$ cat src/rtl/armleocpu_tlb_unit.sv
// Direct-mapped TLB: VPN[19:0] -> PPN[21:0] plus Sv32 access tag, registered lookup result.
// Handshake: resolve is a one-cycle request; done pulses exactly one cycle later with miss/phys_r/accesstag_r.
module armleocpu_tlb_unit #(
    parameter int ENTRIES_W = 4
) (
    input  logic        clk,
    input  logic        rst_n,
    input  logic        enable,
    input  logic [19:0] virtual_address,
    input  logic        invalidate,
    input  logic        resolve,
    output logic        miss,
    output logic        done,
    output logic [7:0]  accesstag_r,
    output logic [21:0] phys_r,
    input  logic        write,
    input  logic [19:0] virtual_address_w,
    input  logic [7:0]  accesstag_w,
    input  logic [21:0] phys_w
);

    localparam int ENTRIES = 1 << ENTRIES_W;
    localparam int VTAG_W  = 20 - ENTRIES_W;

    logic [ENTRIES-1:0] valid;
    logic [VTAG_W-1:0]  vtag_mem [ENTRIES];
    logic [7:0]         tag_mem  [ENTRIES];
    logic [21:0]        ppn_mem  [ENTRIES];

    logic [ENTRIES_W-1:0] rd_idx;
    logic [VTAG_W-1:0]    rd_vtag;
    logic [ENTRIES_W-1:0] wr_idx;
    logic [VTAG_W-1:0]    wr_vtag;
    logic                 hit;

    assign rd_idx  = virtual_address[ENTRIES_W-1:0];
    assign rd_vtag = virtual_address[19:ENTRIES_W];
    assign wr_idx  = virtual_address_w[ENTRIES_W-1:0];
    assign wr_vtag = virtual_address_w[19:ENTRIES_W];

    // Reads use the pre-edge arrays, so a same-cycle write is only visible to later lookups.
    assign hit = valid[rd_idx] && (vtag_mem[rd_idx] == rd_vtag);

    always_ff @(posedge clk or negedge rst_n) begin
        if (!rst_n) begin
            valid <= '0;
        end else if (invalidate) begin
            valid <= '0;
        end else if (write) begin
            valid[wr_idx] <= 1'b1;
        end
    end

    // Payload needs no reset: it is never observed unless the matching valid bit is set.
    always_ff @(posedge clk) begin
        if (write) begin
            vtag_mem[wr_idx] <= wr_vtag;
            tag_mem[wr_idx]  <= accesstag_w;
            ppn_mem[wr_idx]  <= phys_w;
        end
    end

    always_ff @(posedge clk or negedge rst_n) begin
        if (!rst_n) begin
            done        <= 1'b0;
            miss        <= 1'b0;
            phys_r      <= '0;
            accesstag_r <= '0;
        end else begin
            done <= resolve;
            miss <= 1'b0;
            if (resolve) begin
                if (!enable) begin
                    phys_r      <= {2'b00, virtual_address};
                    accesstag_r <= 8'hCF;
                end else if (hit && !invalidate) begin
                    phys_r      <= ppn_mem[rd_idx];
                    accesstag_r <= tag_mem[rd_idx];
                end else begin
                    miss <= 1'b1;
                end
            end
        end
    end

endmodule

$ cat config.mk
export PLATFORM = sky130hd
export DESIGN_NAME = armleocpu_tlb_unit
export DESIGN_NICKNAME = d
export VERILOG_FILES = /design/src/rtl/armleocpu_tlb_unit.sv
export SDC_FILE = /design/constraint.sdc
export NUM_CORES = 1
export LEC_CHECK = 0
export CAP_MARGIN = 25
export CORE_MARGIN = 3
export CORE_UTILIZATION = 49
export DETAILED_ROUTE_END_ITERATION = 10
export PLACE_DENSITY = 0.66
export SYNTH_ARGS = -nofsm -noshare
export SYNTH_HDL_FRONTEND = slang
export SYNTH_SLANG_ARGS = --single-unit
$ cat constraint.sdc
create_clock -name clk -period 4.5 [get_ports clk]
set_clock_uncertainty 0.1 [all_clocks]
set_input_delay 0.9 -clock clk [delete_from_list [all_inputs] [get_ports clk]]
set_output_delay 0.9 -clock clk [all_outputs]
set_load 0.05 [all_outputs]
==> results of run 1 <==
-- cells by family after synthesis --
logic type	after synthesis
flops	784
mux	274
simple gates	111
buf+inv	96
compound gates	82
xor+xnor	30
-- report_power, final --
group | switching, mW | total, mW | internal (mW) | leakage (nW)
clock network | 2.63 | 6.26 | 3.64 | 1.21
registers | 0.0772 | 8.24 | 8.16 | 7.25
logic | 0.659 | 1.14 | 0.485 | 3.02
-- final cells by class --
cell class	instances	share of cell area [%]
Timing Repair Buffer	171	4.85
Clock buffer	112	6.33
Multi-Input combinational cell	497	19.2
Clock inverter	33	0.694
Tap cell	782	2.77
Sequential cell	784	66.0
Inverter	22	0.234
-- cells in the mapped netlist (2+ instances only) --
cell	count	area share, %
sky130_fd_sc_hd__a22o_1	21	0.61
sky130_fd_sc_hd__o22ai_1	17	0.35
sky130_fd_sc_hd__mux2_2	37	1.4
sky130_fd_sc_hd__xnor2_1	30	0.87
sky130_fd_sc_hd__clkbuf_1	36	0.45
sky130_fd_sc_hd__o21ai_0	4	0.066
sky130_fd_sc_hd__nor4_1	2	0.041
sky130_fd_sc_hd__nand2b_1	8	0.16
sky130_fd_sc_hd__inv_1	21	0.26
sky130_fd_sc_hd__buf_6	2	0.074
sky130_fd_sc_hd__mux2i_1	37	1.2
sky130_fd_sc_hd__a21oi_1	11	0.18
sky130_fd_sc_hd__nor3b_1	2	0.049
sky130_fd_sc_hd__nor2b_1	5	0.10
sky130_fd_sc_hd__mux2_4	3	0.15
sky130_fd_sc_hd__nand4_1	2	0.041
sky130_fd_sc_hd__buf_1	7	0.087
sky130_fd_sc_hd__or4_1	2	0.049
sky130_fd_sc_hd__nand3_1	7	0.12
sky130_fd_sc_hd__edfxtp_1	736	73
sky130_fd_sc_hd__mux4_2	197	15
sky130_fd_sc_hd__dfrtp_1	48	4.0
sky130_fd_sc_hd__nor3_1	5	0.082
sky130_fd_sc_hd__a22oi_1	21	0.52
sky130_fd_sc_hd__nand3b_1	3	0.074
sky130_fd_sc_hd__nor2_1	53	0.66
sky130_fd_sc_hd__buf_2	26	0.43
sky130_fd_sc_hd__nand2_1	18	0.22
sky130_fd_sc_hd__buf_4	3	0.074
-- layout by cell type (no fill, tap or decap), types with 4 or more instances in the layout --
master                              n
sky130_fd_sc_hd__a21oi_1           11
sky130_fd_sc_hd__nand3_1            7
sky130_fd_sc_hd__clkinv_1          11
sky130_fd_sc_hd__a22oi_1           21
sky130_fd_sc_hd__edfxtp_1         736
sky130_fd_sc_hd__clkbuf_1          24
sky130_fd_sc_hd__clkbuf_8           5
sky130_fd_sc_hd__buf_4             51
sky130_fd_sc_hd__mux2i_1           37
sky130_fd_sc_hd__clkdlybuf4s50_1  102
sky130_fd_sc_hd__nand2b_1           8
sky130_fd_sc_hd__mux4_2           197
sky130_fd_sc_hd__nor3_4             4
sky130_fd_sc_hd__inv_1             21
sky130_fd_sc_hd__buf_12            13
sky130_fd_sc_hd__clkinv_2          13
sky130_fd_sc_hd__mux2_2            37
sky130_fd_sc_hd__nand2_1           18
sky130_fd_sc_hd__clkbuf_16         83
sky130_fd_sc_hd__o22ai_1           17
sky130_fd_sc_hd__nor2b_1            5
sky130_fd_sc_hd__xnor2_1           30
sky130_fd_sc_hd__dfrtp_1           48
sky130_fd_sc_hd__nor2_4            12
sky130_fd_sc_hd__o21ai_0            4
sky130_fd_sc_hd__nor2_1            41
sky130_fd_sc_hd__a22o_1            21
-- registers in the layout, indices dropped and copies added (netlist names) --
register	count
vtag_mem	256
accesstag_r	8
done	1
ppn_mem	352
miss	1
phys_r	22
valid	16
tag_mem	128
-- layer usage --
metal | share of wire, % | GRT usage, % | up-vias
li1 | - | - | 6093
met1 | 42 | 31.5 | 7757
met2 | 48 | 33.8 | 570
met3 | 7.6 | 4.93 | 101
met4 | 1.9 | 5.36 | 8
met5 | 0.078 | 0 | -
-- worst max-delay path: cells and delay by family --
kind                   cells  cell delay, ns
AND/OR/NAND/NOR            1            0.53
XOR/XNOR                   1            0.17
multiplexers               3            1.07
AO/OA/AOI/OAI              3            0.75
buffers and inverters      3            0.68
-- final timing paths --
check	from	to	slack (ns)	depth (start not counted)
max in group asynchronous	rst_n	phys_r[3]	3.69	2
worst max-delay path	virtual_address[0]	phys_r[3]	0.75	11
min in group clk	valid[3]	valid[3]	0.40	2
worst min-delay path	rst_n	phys_r[20]	0.07	1
worst min register to register	valid[3]	valid[3]	0.40	2
worst max register to register	vtag_mem[3][5]	phys_r[3]	1.12	9
-- per-stage QoR --
stage               util, %  cell area, µm²  hold slack, ns  total power, mW
finish                 58.1           35300          0.0728             15.7
global route           58.1           35300          0.0481             16.1
CTS                    58.1           35300          0.0393             15.8
detailed placement     54.0           32800           0.391             9.54
global placement       54.0           32800           0.375             9.51
floorplan                 -           30400           0.361             9.05
==> impl_metrics.toml, run 1 <==
[route]
final_wl_um = 68400
drt-pass1-iter-count = 5
drc_errors = 0
via_count = 14529
avgViaCountPerCell = 6.05
drt-initial-drc-count = 1389
antenna_violating_nets_remaining = 0
route.detailed.wl_per_inst_um = 28.5

[synthesis]
postSynthCellCount = 1377
synth_area_per_cell_um2 = 22.0
async_reset_ff_share_pct = 6.12
synth_adder_area_share_pct = 0
synthesis.area_um2 = 30400
synth_edf_count = 736
synth_sequential_area_ratio_pct = 76.8
yosys-mux-area-fraction_pct = 17.4
syn_nets = 1453
largest_family_of_logic_cells_by_synthesized_area = "multiplexers"
synth-compound-area-share_pct = 1.94
ys_warn_count = 0
post_synth_and_or_nand_nor_area_fraction_pct = 1.70
synth-main-ff-cell = "sky130_fd_sc_hd__edfxtp_1"
synth-xor-area-share_pct = 0.866
ys_ff_latch = 784
yosysUniqueCellTypes = 42

[sta]
final.setup.worst_slack_ns = 0.755
timing.final.max_slew_violations = 0
finalHoldViolations = 0
rsz0062_at_grt = "no"
tightest_slew_ns = 0.914
max_freq_ghz = 0.267
timing.final.setup_violations = 0
finalCriticalPeriod_ns = 3.75
timing.final.crit_share_pct = 83.2
setup_total_negative_slack_ns = 0
maxSlewHeadroom_pct = 39.1

[placed_design]
place_worst_setup_slack_ns = 0.185
placer_s_final_routability_congestion_estimate = 0.800
number_of_cells_after_detailed_placement = 2256
hpwl_um = 38500
numPortBuffers = 107

[global_routing]
first_global_vias = 14956
grt_max_degree = 93
grt_first_pass_wirelength_um = 101000
overflow = 0
globalRouteTotalUtil_pct = 21.6
antenna_violations_before_repair = 4

[cts]
clock_sinks = 784
cts_max_level = 3
post_cts_buffers = 0
tritoncts = "yes"
clkTransAtPathRegs_ns = 0.06
ctsResizeCount = 0
clockBufferDepth = 3
cts.hold.buffers_added = 0
cts-root-buf = "sky130_fd_sc_hd__clkbuf_16"
worstSkewPairLatency_ns = 0.61
cts_made_buffers = 80

[pwr]
cellLeakagePower_nw = 11.5
max-vdd-ir-drop_uv = 319
power_density_nw_per_um2 = 443

[floorplan]
effective_utilization_at_floorplan_pct = 49.9
design.portCount = 108
fp.dieW_um = 255
core_area_um2 = 60800
fp.dieH_um = 255
die_area_um2 = 65000
row_count = 90

[worst_setup_path]
setup.worst_path.end_class = "flip-flop"
worstPathMaxFanout = 23
cp-start-kind = "primary input"
req_time_crit_path_ns = 4.88
critical_path_arrival_ns = 4.13
crit_chain = "buf_8 -> buf_4 -> mux4_2 -> mux2i_1 -> xnor2_1 -> a21oi_1 -> a2111o_1 -> or4_1 -> a21o_1 -> buf_12 -> mux2_4"
crit_path_top_delay_cell = "sky130_fd_sc_hd__mux4_2"
max_stage_delay_ns = 0.53
worstSetupPathType = "in2reg"

[cells_and_area]
insertedDiodeCount = 0
drive_above_1_share_pct = 26.8
n_fill_cell = 4401
seq_area_um2 = 23300
design.final.nets = 1632
instances_no_fill = 2401
synthToLayoutAreaGrowth_pct = 16.4
multi_input_comb_area_um2 = 6770

[hold_path]
min_delay_worst_type = "in2async"

[status]
result_of_the_run = "finished clean"

[job]
timing.max_cap.violations = 0
No activity file was read; power rests on OpenSTA's default activity.
==> inputs of run 2 (changes only) <==
==> constraint.sdc (replaced) <==
create_clock -name clk -period 3.8 [get_ports clk]
set_clock_uncertainty 0.1 [all_clocks]
set_input_delay 0.76 -clock clk [delete_from_list [all_inputs] [get_ports clk]]
set_output_delay 0.76 -clock clk [all_outputs]
set_load 0.05 [all_outputs]
==> impl_metrics.toml, run 2 (synthesized netlist as in run 1, its figures left out) <==
[status]
result_of_the_run = "finished clean"

[floorplan]
effective_utilization_at_floorplan_pct = 49.9
die_area_um2 = 65000
row_count = 90
fp.dieH_um = 255
design.portCount = 108
fp.dieW_um = 255
core_area_um2 = 60800

[sta]
final.setup.worst_slack_ns = 0.320
finalCriticalPeriod_ns = 3.48
finalHoldViolations = 0
maxSlewHeadroom_pct = 53.4
rsz0062_at_grt = "no"
timing.final.max_slew_violations = 0
hold_slack_ns = 0.0390
timing.final.setup_violations = 0
setup_total_negative_slack_ns = 0
max_freq_ghz = 0.287
tightest_slew_ns = 0.697
timing.final.crit_share_pct = 91.6

[hold_path]
min_delay_worst_type = "in2async"

[placed_design]
place_worst_setup_slack_ns = -0.274
numPortBuffers = 107
detailed_place.area_um2 = 33300
placer_s_final_routability_congestion_estimate = 0.781
number_of_cells_after_detailed_placement = 2285
hpwl_um = 38800

[cells_and_area]
drive_above_1_share_pct = 28.4
synthToLayoutAreaGrowth_pct = 18.2
stdcell_area_um2 = 35900
design.final.nets = 1660
mostFrequentLayoutCells = "736 x sky130_fd_sc_hd__edfxtp_1, 197 x sky130_fd_sc_hd__mux4_2, 102 x sky130_fd_sc_hd__clkdlybuf4s50_1"
n_fill_cell = 4332
fin_util_pct = 59.0
instances_no_fill = 2430
top_register = "ppn_mem"
layout_commonest_cell = "sky130_fd_sc_hd__edfxtp_1"
top_regs = "ppn_mem x352, vtag_mem x256, tag_mem x128"
largest_register_ffs = 352

[global_routing]
grt_max_degree = 48
grt-busiest-layer = "met2"
first_global_vias = 15161
groute.layer.met2.usage_pct = 35.3
met1_usage_pct = 30.5
met3_resource_use_gr_pct = 4.65
antenna_violations_before_repair = 5
globalRouteTotalUtil_pct = 21.7
grt_first_pass_wirelength_um = 101000
overflow = 0

[worst_setup_path]
max_stage_delay_ns = 0.59
crit_path_top_delay_cell = "sky130_fd_sc_hd__or4_1"
cp-start-kind = "flip-flop"
setup.worst_path.end_class = "flip-flop"
crit_chain = "mux4_2 -> or3b_1 -> o311ai_1 -> xnor2_1 -> or4_1 -> or4_1 -> a21o_1 -> buf_12 -> mux2_4"
worstSetupPathType = "reg2reg"
worstPathMaxFanout = 20
critical_path_arrival_ns = 3.87
req_time_crit_path_ns = 4.19
cell_occurring_most_often_along_the_worst_timing_path = "sky130_fd_sc_hd__or4_1"

[route]
avgViaCountPerCell = 6.00
route.detailed.wl_per_inst_um = 28.4
antenna_violating_nets_remaining = 0
via_count = 14586
drt-initial-drc-count = 1416
drc_errors = 0
final_wl_um = 69100
drt-pass1-iter-count = 5

[pwr]
totalPowerFinal_mw = 18.9
max-vdd-ir-drop_uv = 454
power_density_nw_per_um2 = 526
cellLeakagePower_nw = 11.7

[cts]
ctsResizeCount = 0
clockBufferDepth = 3
tritoncts = "yes"
cts.hold.buffers_added = 0
cts_max_level = 3
post_cts_buffers = 0
cts_made_buffers = 78
clkTransAtPathRegs_ns = 0.06
cts-root-buf = "sky130_fd_sc_hd__clkbuf_16"
clock_sinks = 784
worstSkewPairLatency_ns = 0.62

[job]
timing.max_cap.violations = 0
## run 2: cell count changes in the layout (fill, tap and decap cells not counted)
| cell | change |
|---|---|
| sky130_fd_sc_hd__buf_12 | +15 |
| sky130_fd_sc_hd__buf_4 | +14 |
| sky130_fd_sc_hd__clkbuf_1 | -10 |
| sky130_fd_sc_hd__bufinv_16 | +5 |
| sky130_fd_sc_hd__clkinv_1 | +5 |
| sky130_fd_sc_hd__clkinvlp_4 | -2 |
| sky130_fd_sc_hd__buf_16 | +1 |
| sky130_fd_sc_hd__clkbuf_16 | -1 |
| sky130_fd_sc_hd__clkbuf_8 | +1 |
| sky130_fd_sc_hd__clkinv_2 | -1 |
| sky130_fd_sc_hd__clkinv_4 | +1 |
| sky130_fd_sc_hd__clkinv_8 | +1 |
| sky130_fd_sc_hd__diode_2 | +1 |
| sky130_fd_sc_hd__inv_6 | -1 |
## run 2: worst max-delay path: cells and delay by family (launching register included)
kind	cells	cell delay, ns
AOI/OAI and AO/OA	2	0.33
xor gates and xnor gates	1	0.09
buffers and inverters	1	0.16
DFF	1	0.41
muxes	2	0.77
and+or+nand+nor	3	1.47
## run 2: path summary, 6_finish.rpt
path                                 from         end  slack (ns)  cells past startpoint
max                        vtag_mem[3][5]   phys_r[3]        0.32                      9
min                                 rst_n   phys_r[5]        0.04                      1
max reg2reg                vtag_mem[3][5]   phys_r[3]        0.32                      9
min reg2reg                      valid[6]    valid[6]        0.40                      2
max in group asynchronous           rst_n  phys_r[13]        2.78                      2
min in group clk                 valid[6]    valid[6]        0.40                      2
## run 2: power by group
| group | switching (mW) | internal (mW) |
|---|---|---|
| registers | 0.0851 | 9.67 |
| clock network | 3.13 | 4.60 |
| logic | 0.787 | 0.610 |
| total | 4.00 | 14.9 |
## run 2: metal layers
metal  up-vias  part of all wire [%]
met5         -                 0.068
met4         8                   2.3
met3       112                   7.2
met2       558                    49
met1      7730                    41
li1       6178                     -
## run 2: cell type report
type                    instances  area, µm²  share of cell area (%)
flip-flops and latches        784      23300                    64.9
multi-input cells             497       6770                    18.9
clock buffers                 102       2190                    6.10
repair buffers                201       2140                    5.98
well taps                     782        978                    2.73
clock inverters                41        410                    1.14
inverters                      22       82.6                   0.230
diodes                          1       2.50                 0.00697
